===== src/rtl/ps2_pkg.sv =====
// Definitions shared by the PS/2 host transmitter and the keyboard receiver:
// transmitter states, frame geometry and the odd-parity rule.
package ps2_pkg;

  localparam int DATA_BITS   = 8;
  localparam int FRAME_EDGES = 11;

  typedef enum logic [2:0] {
    S_IDLE,
    S_INHIBIT,
    S_START,
    S_BITS,
    S_ACK,
    S_WAIT_IDLE
  } ps2TxState_e;

  // Odd parity: the parity bit makes the total count of ones in data+parity odd.
  function automatic logic oddParity(input logic [DATA_BITS-1:0] d);
    return ~^d;
  endfunction

endpackage


===== src/rtl/ps2_sync.sv =====
// Two-flop synchronizer for one PS/2 pin plus a falling-edge detector on the
// synchronized level. Shared by the host transmitter and the keyboard receiver.
module ps2_sync (
  input  logic clk,
  input  logic rst_n,
  input  logic pin_i,
  output logic level_o,
  output logic fall_o
);

  logic meta_q;
  logic sync_q;
  logic prev_q;

  // Idle PS/2 lines float high, so every stage resets to 1 to avoid a false edge.
  always_ff @(posedge clk or negedge rst_n) begin
    if (!rst_n) begin
      meta_q <= 1'b1;
      sync_q <= 1'b1;
      prev_q <= 1'b1;
    end else begin
      meta_q <= pin_i;
      sync_q <= meta_q;
      prev_q <= sync_q;
    end
  end

  assign level_o = sync_q;
  assign fall_o  = prev_q & ~sync_q;

endmodule


===== src/rtl/ps2_host_tx.sv =====
// PS/2 host-to-device transmitter: inhibits the bus, requests to send, shifts a
// command byte out on device clocks and checks the device acknowledge bit.
module ps2_host_tx
  import ps2_pkg::*;
#(
  parameter int CLK_HZ         = 100_000_000,
  parameter int INHIBIT_CYCLES = CLK_HZ / 10_000,
  parameter int TIMEOUT_CYCLES = CLK_HZ / 500
) (
  input  logic                 clk,
  input  logic                 rst_n,
  input  logic                 tx_valid,
  input  logic [DATA_BITS-1:0] tx_data,
  output logic                 tx_ready,
  input  logic                 ps2_clk_in,
  input  logic                 ps2_data_in,
  output logic                 ps2_clk_oe,
  output logic                 ps2_data_oe,
  output logic                 busy,
  output logic                 done,
  output logic                 err
);

  localparam int CNT_MAX = (INHIBIT_CYCLES > TIMEOUT_CYCLES) ? INHIBIT_CYCLES : TIMEOUT_CYCLES;
  localparam int CNT_W   = $clog2(CNT_MAX + 1);
  localparam int SHIFT_W = DATA_BITS + 2;

  localparam logic [CNT_W-1:0] INHIBIT_LAST   = CNT_W'(INHIBIT_CYCLES - 1);
  localparam logic [CNT_W-1:0] TIMEOUT_LAST   = CNT_W'(TIMEOUT_CYCLES - 1);
  localparam logic [3:0]       LAST_DATA_EDGE = 4'(FRAME_EDGES - 2);

  logic clkSync;
  logic clkFall;
  logic dataSync;
  logic dataFallUnused;

  ps2_sync u_clkSync (
    .clk     (clk),
    .rst_n   (rst_n),
    .pin_i   (ps2_clk_in),
    .level_o (clkSync),
    .fall_o  (clkFall)
  );

  // Only the level of the data line matters here; its edges carry no meaning.
  ps2_sync u_dataSync (
    .clk     (clk),
    .rst_n   (rst_n),
    .pin_i   (ps2_data_in),
    .level_o (dataSync),
    .fall_o  (dataFallUnused)
  );

  ps2TxState_e        state_q;
  logic [SHIFT_W-1:0] shift_q;
  logic [3:0]         edgeCnt_q;
  logic [CNT_W-1:0]   cnt_q;
  logic               clkOe_q;
  logic               dataOe_q;
  logic               busy_q;
  logic               done_q;
  logic               err_q;
  logic               ready_q;

  logic [SHIFT_W-1:0] frame_d;
  logic [CNT_W-1:0]   cntInc_d;
  logic               accept_d;
  logic               timeout_d;

  // Shift register is {stop, parity, data} and leaves LSB first.
  assign frame_d   = {1'b1, oddParity(tx_data), tx_data};
  assign cntInc_d  = cnt_q + 1'b1;
  assign accept_d  = tx_valid & ready_q;
  assign timeout_d = (cnt_q == TIMEOUT_LAST);

  always_ff @(posedge clk or negedge rst_n) begin
    if (!rst_n) begin
      state_q   <= S_IDLE;
      shift_q   <= '0;
      edgeCnt_q <= '0;
      cnt_q     <= '0;
      clkOe_q   <= 1'b0;
      dataOe_q  <= 1'b0;
      busy_q    <= 1'b0;
      done_q    <= 1'b0;
      err_q     <= 1'b0;
      ready_q   <= 1'b1;
    end else begin
      done_q <= 1'b0;
      case (state_q)
        S_IDLE: begin
          clkOe_q  <= 1'b0;
          dataOe_q <= 1'b0;
          if (accept_d) begin
            shift_q <= frame_d;
            cnt_q   <= '0;
            err_q   <= 1'b0;
            clkOe_q <= 1'b1;
            busy_q  <= 1'b1;
            ready_q <= 1'b0;
            state_q <= S_INHIBIT;
          end else begin
            ready_q <= 1'b1;
          end
        end

        S_INHIBIT: begin
          if (cnt_q == INHIBIT_LAST) begin
            dataOe_q <= 1'b1;
            cnt_q    <= '0;
            state_q  <= S_START;
          end else begin
            cnt_q <= cntInc_d;
          end
        end

        // Start bit (data low) is already on the line when the clock is released.
        S_START: begin
          clkOe_q   <= 1'b0;
          cnt_q     <= '0;
          edgeCnt_q <= '0;
          state_q   <= S_BITS;
        end

        S_BITS: begin
          if (clkFall) begin
            cnt_q     <= '0;
            dataOe_q  <= ~shift_q[0];
            shift_q   <= {1'b1, shift_q[SHIFT_W-1:1]};
            edgeCnt_q <= edgeCnt_q + 4'd1;
            if (edgeCnt_q == LAST_DATA_EDGE) begin
              state_q <= S_ACK;
            end
          end else if (timeout_d) begin
            clkOe_q  <= 1'b0;
            dataOe_q <= 1'b0;
            done_q   <= 1'b1;
            err_q    <= 1'b1;
            busy_q   <= 1'b0;
            state_q  <= S_IDLE;
          end else begin
            cnt_q <= cntInc_d;
          end
        end

        S_ACK: begin
          if (clkFall) begin
            err_q   <= dataSync;
            cnt_q   <= '0;
            state_q <= S_WAIT_IDLE;
          end else if (timeout_d) begin
            clkOe_q  <= 1'b0;
            dataOe_q <= 1'b0;
            done_q   <= 1'b1;
            err_q    <= 1'b1;
            busy_q   <= 1'b0;
            state_q  <= S_IDLE;
          end else begin
            cnt_q <= cntInc_d;
          end
        end

        // The device releases both lines once the acknowledge clock is over.
        S_WAIT_IDLE: begin
          if (clkSync && dataSync) begin
            done_q  <= 1'b1;
            busy_q  <= 1'b0;
            state_q <= S_IDLE;
          end
        end

        default: begin
          clkOe_q  <= 1'b0;
          dataOe_q <= 1'b0;
          busy_q   <= 1'b0;
          state_q  <= S_IDLE;
        end
      endcase
    end
  end

  assign tx_ready    = ready_q;
  assign ps2_clk_oe  = clkOe_q;
  assign ps2_data_oe = dataOe_q;
  assign busy        = busy_q;
  assign done        = done_q;
  assign err         = err_q;

endmodule

===== config.mk =====
export PLATFORM = sky130hd
export DESIGN_NAME = ps2_host_tx
export DESIGN_NICKNAME = d
export VERILOG_FILES = /design/src/rtl/ps2_pkg.sv /design/src/rtl/ps2_sync.sv /design/src/rtl/ps2_host_tx.sv
export SDC_FILE = /design/constraint.sdc
export NUM_CORES = 1
export LEC_CHECK = 0
export CELL_PAD_IN_SITES_DETAIL_PLACEMENT = 0
export CELL_PAD_IN_SITES_GLOBAL_PLACEMENT = 1
export CORE_AREA = 2 2 80 82
export CTS_CLUSTER_DIAMETER = 30
export DETAILED_ROUTE_END_ITERATION = 8
export DIE_AREA = 0 0 82 84
export GPL_TIMING_DRIVEN = 0
export PLACE_DENSITY = 0.8
export SLEW_MARGIN = 15
export SYNTH_ARGS = -nofsm -noshare
export SYNTH_HDL_FRONTEND = slang
export SYNTH_SLANG_ARGS = --single-unit

===== constraint.sdc =====
create_clock -name clk -period 2.6 [get_ports clk]
set_input_delay 0.26 -clock clk [delete_from_list [all_inputs] [get_ports clk]]
set_output_delay 0.26 -clock clk [all_outputs]
set_load 0.005 [all_outputs]

==> impl_metrics.json <==
{
  "status": "finished, final reports clean",
  "clk_latency_ns": 0.32,
  "critPathMaxStageDelay_ns": 0.57,
  "clock_sinks": 46,
  "rows": 29,
  "grt-ovfl-total": 0,
  "hold_end": "u_dataSync.meta_q$_DFF_PN1_",
  "synth-edff-count": 0,
  "drv_slew": 0,
  "cts_made_buffers": 5,
  "period_needed_ns": 2.43,
  "ys_ff_latch": 46,
  "first_iter_violations": 201,
  "ios": 19,
  "final_common_cell": "nand2_1",
  "critPathBufInv": 1,
  "start_kind": "flip-flop",
  "cp_top_family": "simple AND/OR/NAND/NOR gates",
  "cts_tree": "built",
  "yosysWarnings": 0,
  "critical_path_arrival_ns": 2.64,
  "multi_input_area_um2": 1400,
  "max_freq_ghz": 0.412,
  "syn_area_per_cell_um2": 9.24,
  "whs_path_depth": 1,
  "dp_hpwl_mm": 4.12,
  "nets": 330,
  "p_leak_nw": 1.24,
  "p_total_mw": 2.98,
  "die_h_um": 84,
  "cts_root_buffer": "clkbuf_8",
  "finalHoldViolCount": 0,
  "async_flop_share_pct": 100,
  "place_ws_ns": 0.0326,
  "hold_ws_ns": 0.336,
  "tightest_slew_ns": 0.604,
  "syn_inst": 287,
  "first_pass_iters": 4,
  "rsz0062_at_grt": "no",
  "post-route-cell-area_um2": 3070,
  "htreeDepth": 2,
  "setup_violations": 0,
  "grt_pass1_wl_mm": 10.3,
  "die_x_um": 82,
  "synth-main-ff-cell": "dfrtp_1",
  "routed_wl_mm": 5.96,
  "post-cts-setup-buffers": 0,
  "crit_path_top_delay_cell": "or4b_1",
  "yosysUniqueCellTypes": 60,
  "mostFrequentLayoutCells": "nand2_1 (41), dfrtp_1 (40), nor2_1 (26), clkdlybuf4s50_1 (17), nand3_1 (14)",
  "numPortBuffers": 18,
  "ys_seq_area_share_pct": 43.7,
  "wire_per_inst_um": 15.2,
  "critPathMaxFanout": 10,
  "grt_max_degree": 25,
  "grt_usage_pct": 19.1,
  "maxCapViolCount": 0,
  "clk_pin_slew_ns": 0.10,
  "r2r-end": "cnt_q[14]$_DFFE_PN0P_",
  "worst_setup_path_end_kind": "flip-flop",
  "finalCritPeriodShare_pct": 93.4,
  "fillCellCount": 580,
  "vias": 2238,
  "peakVddDrop_mv": 0.449,
  "vias_per_cell": 5.71,
  "required_ns": 2.81,
  "fin_skew_ns": 0.00781,
  "regArea_um2": 1160,
  "num_antenna_cells": 0,
  "synthToLayoutAreaGrowth_pct": 15.9,
  "dieArea_um2": 6890,
  "clock_path_buffers": 2,
  "r2r_start": "cnt_q[4]$_DFFE_PN0P_",
  "drive_above_1_share_pct": 16.8,
  "place_congestion": 0.895,
  "antenna_found_initial": 0,
  "grt_pass1_vias": 2102,
  "ant_nets": 0,
  "max_slew_margin_pct": 59.7,
  "core_um2": 6100,
  "worstSetupStartpoint": "cnt_q[4]$_DFFE_PN0P_",
  "powerDensity_nw_per_um2": 968,
  "path_cells": "or4b_1 > nor4_2 > o211ai_2 > nor2b_1 > buf_6 > a221o_1",
  "drcViolationCount": 0,
  "hp-start": "ps2_data_in",
  "hold_path.class": "in -> reg",
  "synth_nets": 303,
  "syn-cell-area_um2": 2650,
  "rrSetupSlack_ns": 0.17,
  "setup_ws_ns": 0.171,
  "initial_core_util_pct": 43.5,
  "crit_type": "reg -> reg",
  "reg2reg_depth": 6,
  "place_area_um2": 2950
}
==> cells by family after synthesis <==
kind of cell	share of synthesized area (%)
xor+xnor	2.97
mux	0.377
compound gates	22.0
fa+ha+maj	1.42
flops	43.7
buf+inv	4.15
simple gates	25.4
==> metal layers <==
layer,vias to the layer above,track usage [%],wire length (µm)
met5,-,0,0
met4,0,5.61,64
met3,5,3.35,343
met2,54,27.5,2690
met1,1080,29.0,2870
li1,1099,-,-
==> power breakdown <==
group          internal, mW  leakage, nW  total (mW)  switching (mW)
sequential            0.889        0.568        1.02           0.130
combinational         0.638        0.627        1.46           0.824
clock                 0.200       0.0495       0.496           0.296
total                  1.73         1.24        2.98            1.25
==> repair_timing <==
item | CTS | global route
setup endpoints to repair | 0 | 21
hold buffers | 1 | 0
resized for setup | 0 | 4
endpoints found under the hold margin | 22 | 0
==> synth_stat cells (all sizes together), types with 4 or more instances <==
master  number  share of area (%)
a21o         9                2.5
a22o         9                3.4
dfrtp       40                 38
nand3b       4                1.1
nor2        27                3.8
a21oi        9                1.7
a31oi       12                2.8
clkbuf      10                1.8
nand3       15                2.8
nor2b        7                1.7
nand4        6                1.4
nand2       41                5.8
o21ai       13                2.5
xnor2        7                2.3
buf          4                1.6
a22oi        6                1.7
dfstp        6                5.9
or2          6                1.4
nor3         4               0.75
inv          5               0.71
o211ai       4                1.3
==> cell type report <==
type                       instances  area share (%)
buffer                            14            2.97
tap                               77            3.13
sequential                        46            37.7
multi-input combinational        222            45.6
clock buffer                       5            2.24
clock inverter                     3           0.855
timing repair buffer              20            6.92
inverter                           5           0.611
==> flip-flops by register name, summed over array words and instances (netlist names) <==
signal              cells
u_dataSync.meta_q       1
tx_ready                1
cnt_q                  18
ps2_clk_oe              1
done                    1
u_dataSync.level_o      1
u_clkSync.prev_q        1
u_clkSync.meta_q        1
ps2_data_oe             1
err                     1
u_clkSync.level_o       1
busy                    1
edgeCnt_q               4
state_q                 3
shift_q                10
==> how the worst max path moves through the flow <==
stage	endpoint	slack, ns	depth (start not counted)
2_1_floorplan	cnt_q[14]$_DFFE_PN0P_	0.34	6
3_3_place_gp	shift_q[5]$_DFFE_PN0P_	-0.11	1
3_5_place_dp	shift_q[5]$_DFFE_PN0P_	0.03	6
4_1_cts	cnt_q[14]$_DFFE_PN0P_	0.08	6
5_1_grt	cnt_q[14]$_DFFE_PN0P_	0.05	6
6_report	cnt_q[14]$_DFFE_PN0P_	0.17	6
==> stage by stage <==
step	TNS [ns]	cells	utilization [%]
floorplan	0	287	-
global placement	-4.41	382	48.1
detailed placement	0	383	48.4
CTS	0	392	50.1
global route	0	392	50.4
finish	0	392	50.4
(Power assumes the default switching activity.)
==> RTL edit 1 (config.mk and constraints unchanged) <==
`DATA_BITS`: 8 -> 10.
--- a/src/rtl/ps2_pkg.sv
+++ b/src/rtl/ps2_pkg.sv
@@ -3,5 +3,5 @@
 package ps2_pkg;
 
-  localparam int DATA_BITS   = 8;
+  localparam int DATA_BITS   = 10;
   localparam int FRAME_EDGES = 11;
 
Interface: changed (resized tx_data); port bits go from 19 to 21. No check against the original RTL was run, so the function may have changed too.
==> RTL edit 1 against the unedited design <==
Final area is 1.2% higher. Highest routed layer unchanged. Area after synthesis grew 0.71%. Non-clock buffer count increased by 5. Worst setup slack improved by 0.055 ns. Hold slack better by 0.023 ns. Wire length increased by 3.1%. Maximum frequency increased by 2.3%. Global-route usage increased by 0.71 points. Power rose by 6.0%. Sequential cell count grew 2.
==> RTL edit 1: results <==
# TYPE chip_impl_metric gauge
chip_impl_info{name="run_status",value="complete, no violations"} 1
chip_impl_metric{name="total_leakage_power",unit="nW"} 1.25
chip_impl_metric{name="post-route-worst-setup-slack",unit="ns"} 0.226
chip_impl_info{name="post_synth_most_frequent_cells",value="49 x nand2_1, 42 x dfrtp_1, 30 x nor2_1, 24 x o21ai_0, 20 x a31oi_1"} 1
chip_impl_metric{name="max_slew_margin",unit=""} 0.630
chip_impl_metric{name="post_synth_mux_area_share",unit=""} 0
chip_impl_metric{name="timing.critical_path.slowest_cell_delay",unit="ns"} 0.43
chip_impl_info{name="hp-class",value="flip-flop to flip-flop"} 1
chip_impl_metric{name="pre_cts_ws",unit="ns"} -0.0923
chip_impl_info{name="layout_top_registers",value="cnt_q x18, shift_q x12, edgeCnt_q x4"} 1
chip_impl_metric{name="detailroute.via_count",unit=""} 2323
chip_impl_metric{name="whs_path_depth",unit=""} 0
chip_impl_metric{name="track_usage",unit=""} 0.198
chip_impl_metric{name="syn_nets",unit=""} 322
chip_impl_metric{name="place.port_buffers",unit=""} 20
chip_impl_metric{name="dp_cells",unit=""} 402
chip_impl_metric{name="grt_start_max_net_pins",unit=""} 29
chip_impl_metric{name="route.layer.met1.wl",unit="µm"} 3150
chip_impl_info{name="worstSetupStartpoint",value="cnt_q[0]"} 1
chip_impl_metric{name="cts.reportedPaths.clkPinSlew",unit="ns"} 0.08
chip_impl_info{name="timing.hold.worst.start",value="u_clkSync.meta_q"} 1
chip_impl_metric{name="clock_skew",unit="ns"} 0.0190
chip_impl_metric{name="signal_arrival_time_at_the_worst_endpoint",unit="ns"} 2.59
chip_impl_metric{name="r2r.worst_path.cells",unit=""} 9
chip_impl_metric{name="place_hpwl",unit="µm"} 4300
chip_impl_metric{name="met2WireLength",unit="µm"} 2760
chip_impl_metric{name="synth-xor-area-share",unit=""} 0.0295
chip_impl_metric{name="gp_congestion",unit=""} 0.848
==> RTL edit 1: cell count changes after synthesis, moves of 4 or more <==
cell	unedited run	this run
a22o_2	9	0
a21o_1	9	2
o21ai_1	0	5
a22oi_1	6	1
o31ai_1	2	7
a31oi_1	12	20
o21ai_0	13	24
or2_2	6	1
nand2_1	41	49
o31ai_2	0	4
and3_1	0	4
a22o_1	0	6
nand2b_1	2	6
==> RTL edit 1: area by class of cell <==
cell class,instances,area [µm²]
Fill cell,595,2990
Multi-Input combinational cell,234,1390
Sequential cell,48,1210
Timing Repair Buffer,22,225
Tap cell,77,96.3
Buffer,17,88.8
Clock buffer,6,72.6
Inverter,5,18.8
Clock inverter,2,12.5
==> RTL edit 1: what timing repair did <==
action,4_1_cts,5_1_grt
hold buffers,1,0
hold endpoints to repair,19,0
gates resized for setup,1,8
setup endpoints to repair,7,16
==> RTL edit 1: where the power goes <==
group          switching [mW]  internal [mW]
combinational           0.939          0.636
sequential              0.167          0.959
clock                   0.264          0.189
==> RTL edit 2 (config.mk and constraints unchanged) <==
Made on the original files. Encoding of `ps2TxState_e`: now Gray code (3 bits for 6 states).
--- a/src/rtl/ps2_pkg.sv
+++ b/src/rtl/ps2_pkg.sv
@@ -7,10 +7,10 @@
 
   typedef enum logic [2:0] {
-    S_IDLE,
-    S_INHIBIT,
-    S_START,
-    S_BITS,
-    S_ACK,
-    S_WAIT_IDLE
+    S_IDLE      = 3'b000,
+    S_INHIBIT   = 3'b001,
+    S_START     = 3'b011,
+    S_BITS      = 3'b010,
+    S_ACK       = 3'b110,
+    S_WAIT_IDLE = 3'b111
   } ps2TxState_e;
 
Check against the original RTL: no difference found for any inputs over 10 cycles, from zero or initial values and one cycle with rst_n low; not proved beyond that.
==> RTL edit 2 against the unedited design <==
Maximum frequency increased by 5.0%. Power decreased by 13%. Synthesized cell count decreased by 10%. Combinational power decreased by 21%. Via count decreased by 10%. Sequential share of layout area increased by 2.1 points. Area after synthesis decreased by 5.0%. Final area decreased by 5.3%. Final cell count decreased by 7.4%. Sequential cell count unchanged. First-iteration DRC count decreased by 56%. Wire length decreased by 11%. Worst setup slack improved by 0.11 ns. Largest cell class unchanged.
==> RTL edit 2: results <==
# TYPE chip_impl_metric gauge
chip_impl_metric{name="synth-xor-area-share",unit=""} 0.0626
chip_impl_metric{name="synth-compound-area-share",unit=""} 0.158
chip_impl_metric{name="total_leakage_power",unit="nW"} 1.22
chip_impl_metric{name="post_synth_mux_area_share",unit=""} 0.0437
chip_impl_info{name="run_status",value="complete, no violations"} 1
chip_impl_metric{name="first_pass_grt_wire_length",unit="µm"} 9030
chip_impl_metric{name="place_hpwl",unit="µm"} 3870
chip_impl_metric{name="nNetsFinal",unit=""} 301
chip_impl_metric{name="cts.reportedPaths.clkPinSlew",unit="ns"} 0.08
chip_impl_metric{name="pre_cts_ws",unit="ns"} 0.284
chip_impl_metric{name="fraction_of_final_layout_cells_sized_beyond_drive_strength_1",unit=""} 0.112
chip_impl_metric{name="worst_pin_slew",unit="ns"} 0.842
chip_impl_metric{name="internal_power",unit="mW"} 1.58
chip_impl_metric{name="routed_wire_length_per_instance",unit="µm"} 14.7
chip_impl_metric{name="iteration_0_drc_markers",unit=""} 88
chip_impl_metric{name="synthAdderAreaFrac",unit=""} 0.0149
chip_impl_metric{name="number_of_different_library_cells_in_the_post_synthesis_netlist",unit=""} 53
chip_impl_metric{name="grt_start_max_net_pins",unit=""} 27
chip_impl_metric{name="synth.yosys.seq_area_share",unit=""} 0.460
chip_impl_metric{name="avgViaCountPerCell",unit=""} 5.53
chip_impl_metric{name="grt_pass1_vias",unit=""} 1952
chip_impl_metric{name="worst_ir_drop_vdd",unit="µV"} 385
chip_impl_metric{name="netlist.area_leader.share",unit=""} 0.397
chip_impl_metric{name="gp_congestion",unit=""} 0.876
chip_impl_metric{name="r2r.worst_path.cells",unit=""} 7
chip_impl_metric{name="clock_latency",unit="ns"} 0.30
chip_impl_metric{name="track_usage",unit=""} 0.170
==> RTL edit 2: cell types whose count changed in the layout (fill, tap and decap cells not counted), sizes merged, moves of 7 or more <==
cell / unedited run / this run
a31oi: 12 / 2
a21oi: 9 / 22
nand2: 41 / 12
a22o: 9 / 2
mux2i: 1 / 11
==> RTL edit 2: what timing repair did <==
item,CTS,global route
gates resized for setup,0,0
hold buffers,1,0
buffers inserted,0,0
hold endpoints to repair,5,0
==> RTL edit 2: metal layers <==
layer  wire [µm]  track usage
met5           0            0
met4          70       0.0636
met3         198       0.0368
met2        2600        0.278
met1        2460        0.218
==> RTL edit 2: logic make-up after synthesis <==
logic type	count (synthesis)
buffers and inverters	15
AOI/OAI and AO/OA	60
muxes	11
DFF	46
and+or+nand+nor	105
xor gates and xnor gates	18
adders and majority gates	3
==> RTL edit 2: power by group through the flow <==
| stage | combinational (mW) | clock [mW] | sequential (mW) |
|---|---|---|---|
| CTS | 1.17 | 0.451 | 0.983 |
| global route | 1.30 | 0.477 | 0.998 |
| finish | 1.16 | 0.435 | 0.981 |
| global placement | 1.14 | 0 | 0.990 |
| floorplan | 0.857 | 0 | 0.972 |
| detailed placement | 1.16 | 0 | 0.994 |
==> RTL edit 2: area by class of cell <==
class	instances	area (µm²)
multi-input cells	197	1280
plain buffers	11	62.6
flip-flops and latches	46	1160
repair buffers	20	213
well taps	77	96.3
inverters	4	15.0
clock buffers	7	76.3
fillers	590	3180
clock inverters	1	7.51
==> RTL edit 2: path summary, 6_finish.rpt <==
kind                             startpoint           endpoint  slack [ns]
setup / recovery                   cnt_q[0]           cnt_q[2]        0.29
hold / removal                   ps2_clk_in   u_clkSync.meta_q        0.36
setup reg to reg                   cnt_q[0]           cnt_q[2]        0.29
hold reg to reg            u_clkSync.meta_q  u_clkSync.level_o        0.36
max in group asynchronous             rst_n           tx_ready        1.48
min in group asynchronous             rst_n           cnt_q[4]        0.51
==> RTL edit 2: through the flow <==
| stage | cell area, µm² | util | instances |
|---|---|---|---|
| finish | 2910 | 0.478 | 363 |
| floorplan | 2520 | - | 258 |
| CTS | 2910 | 0.478 | 363 |
| global placement | 2800 | 0.459 | 353 |
| detailed placement | 2820 | 0.462 | 354 |
| global route | 2910 | 0.478 | 363 |
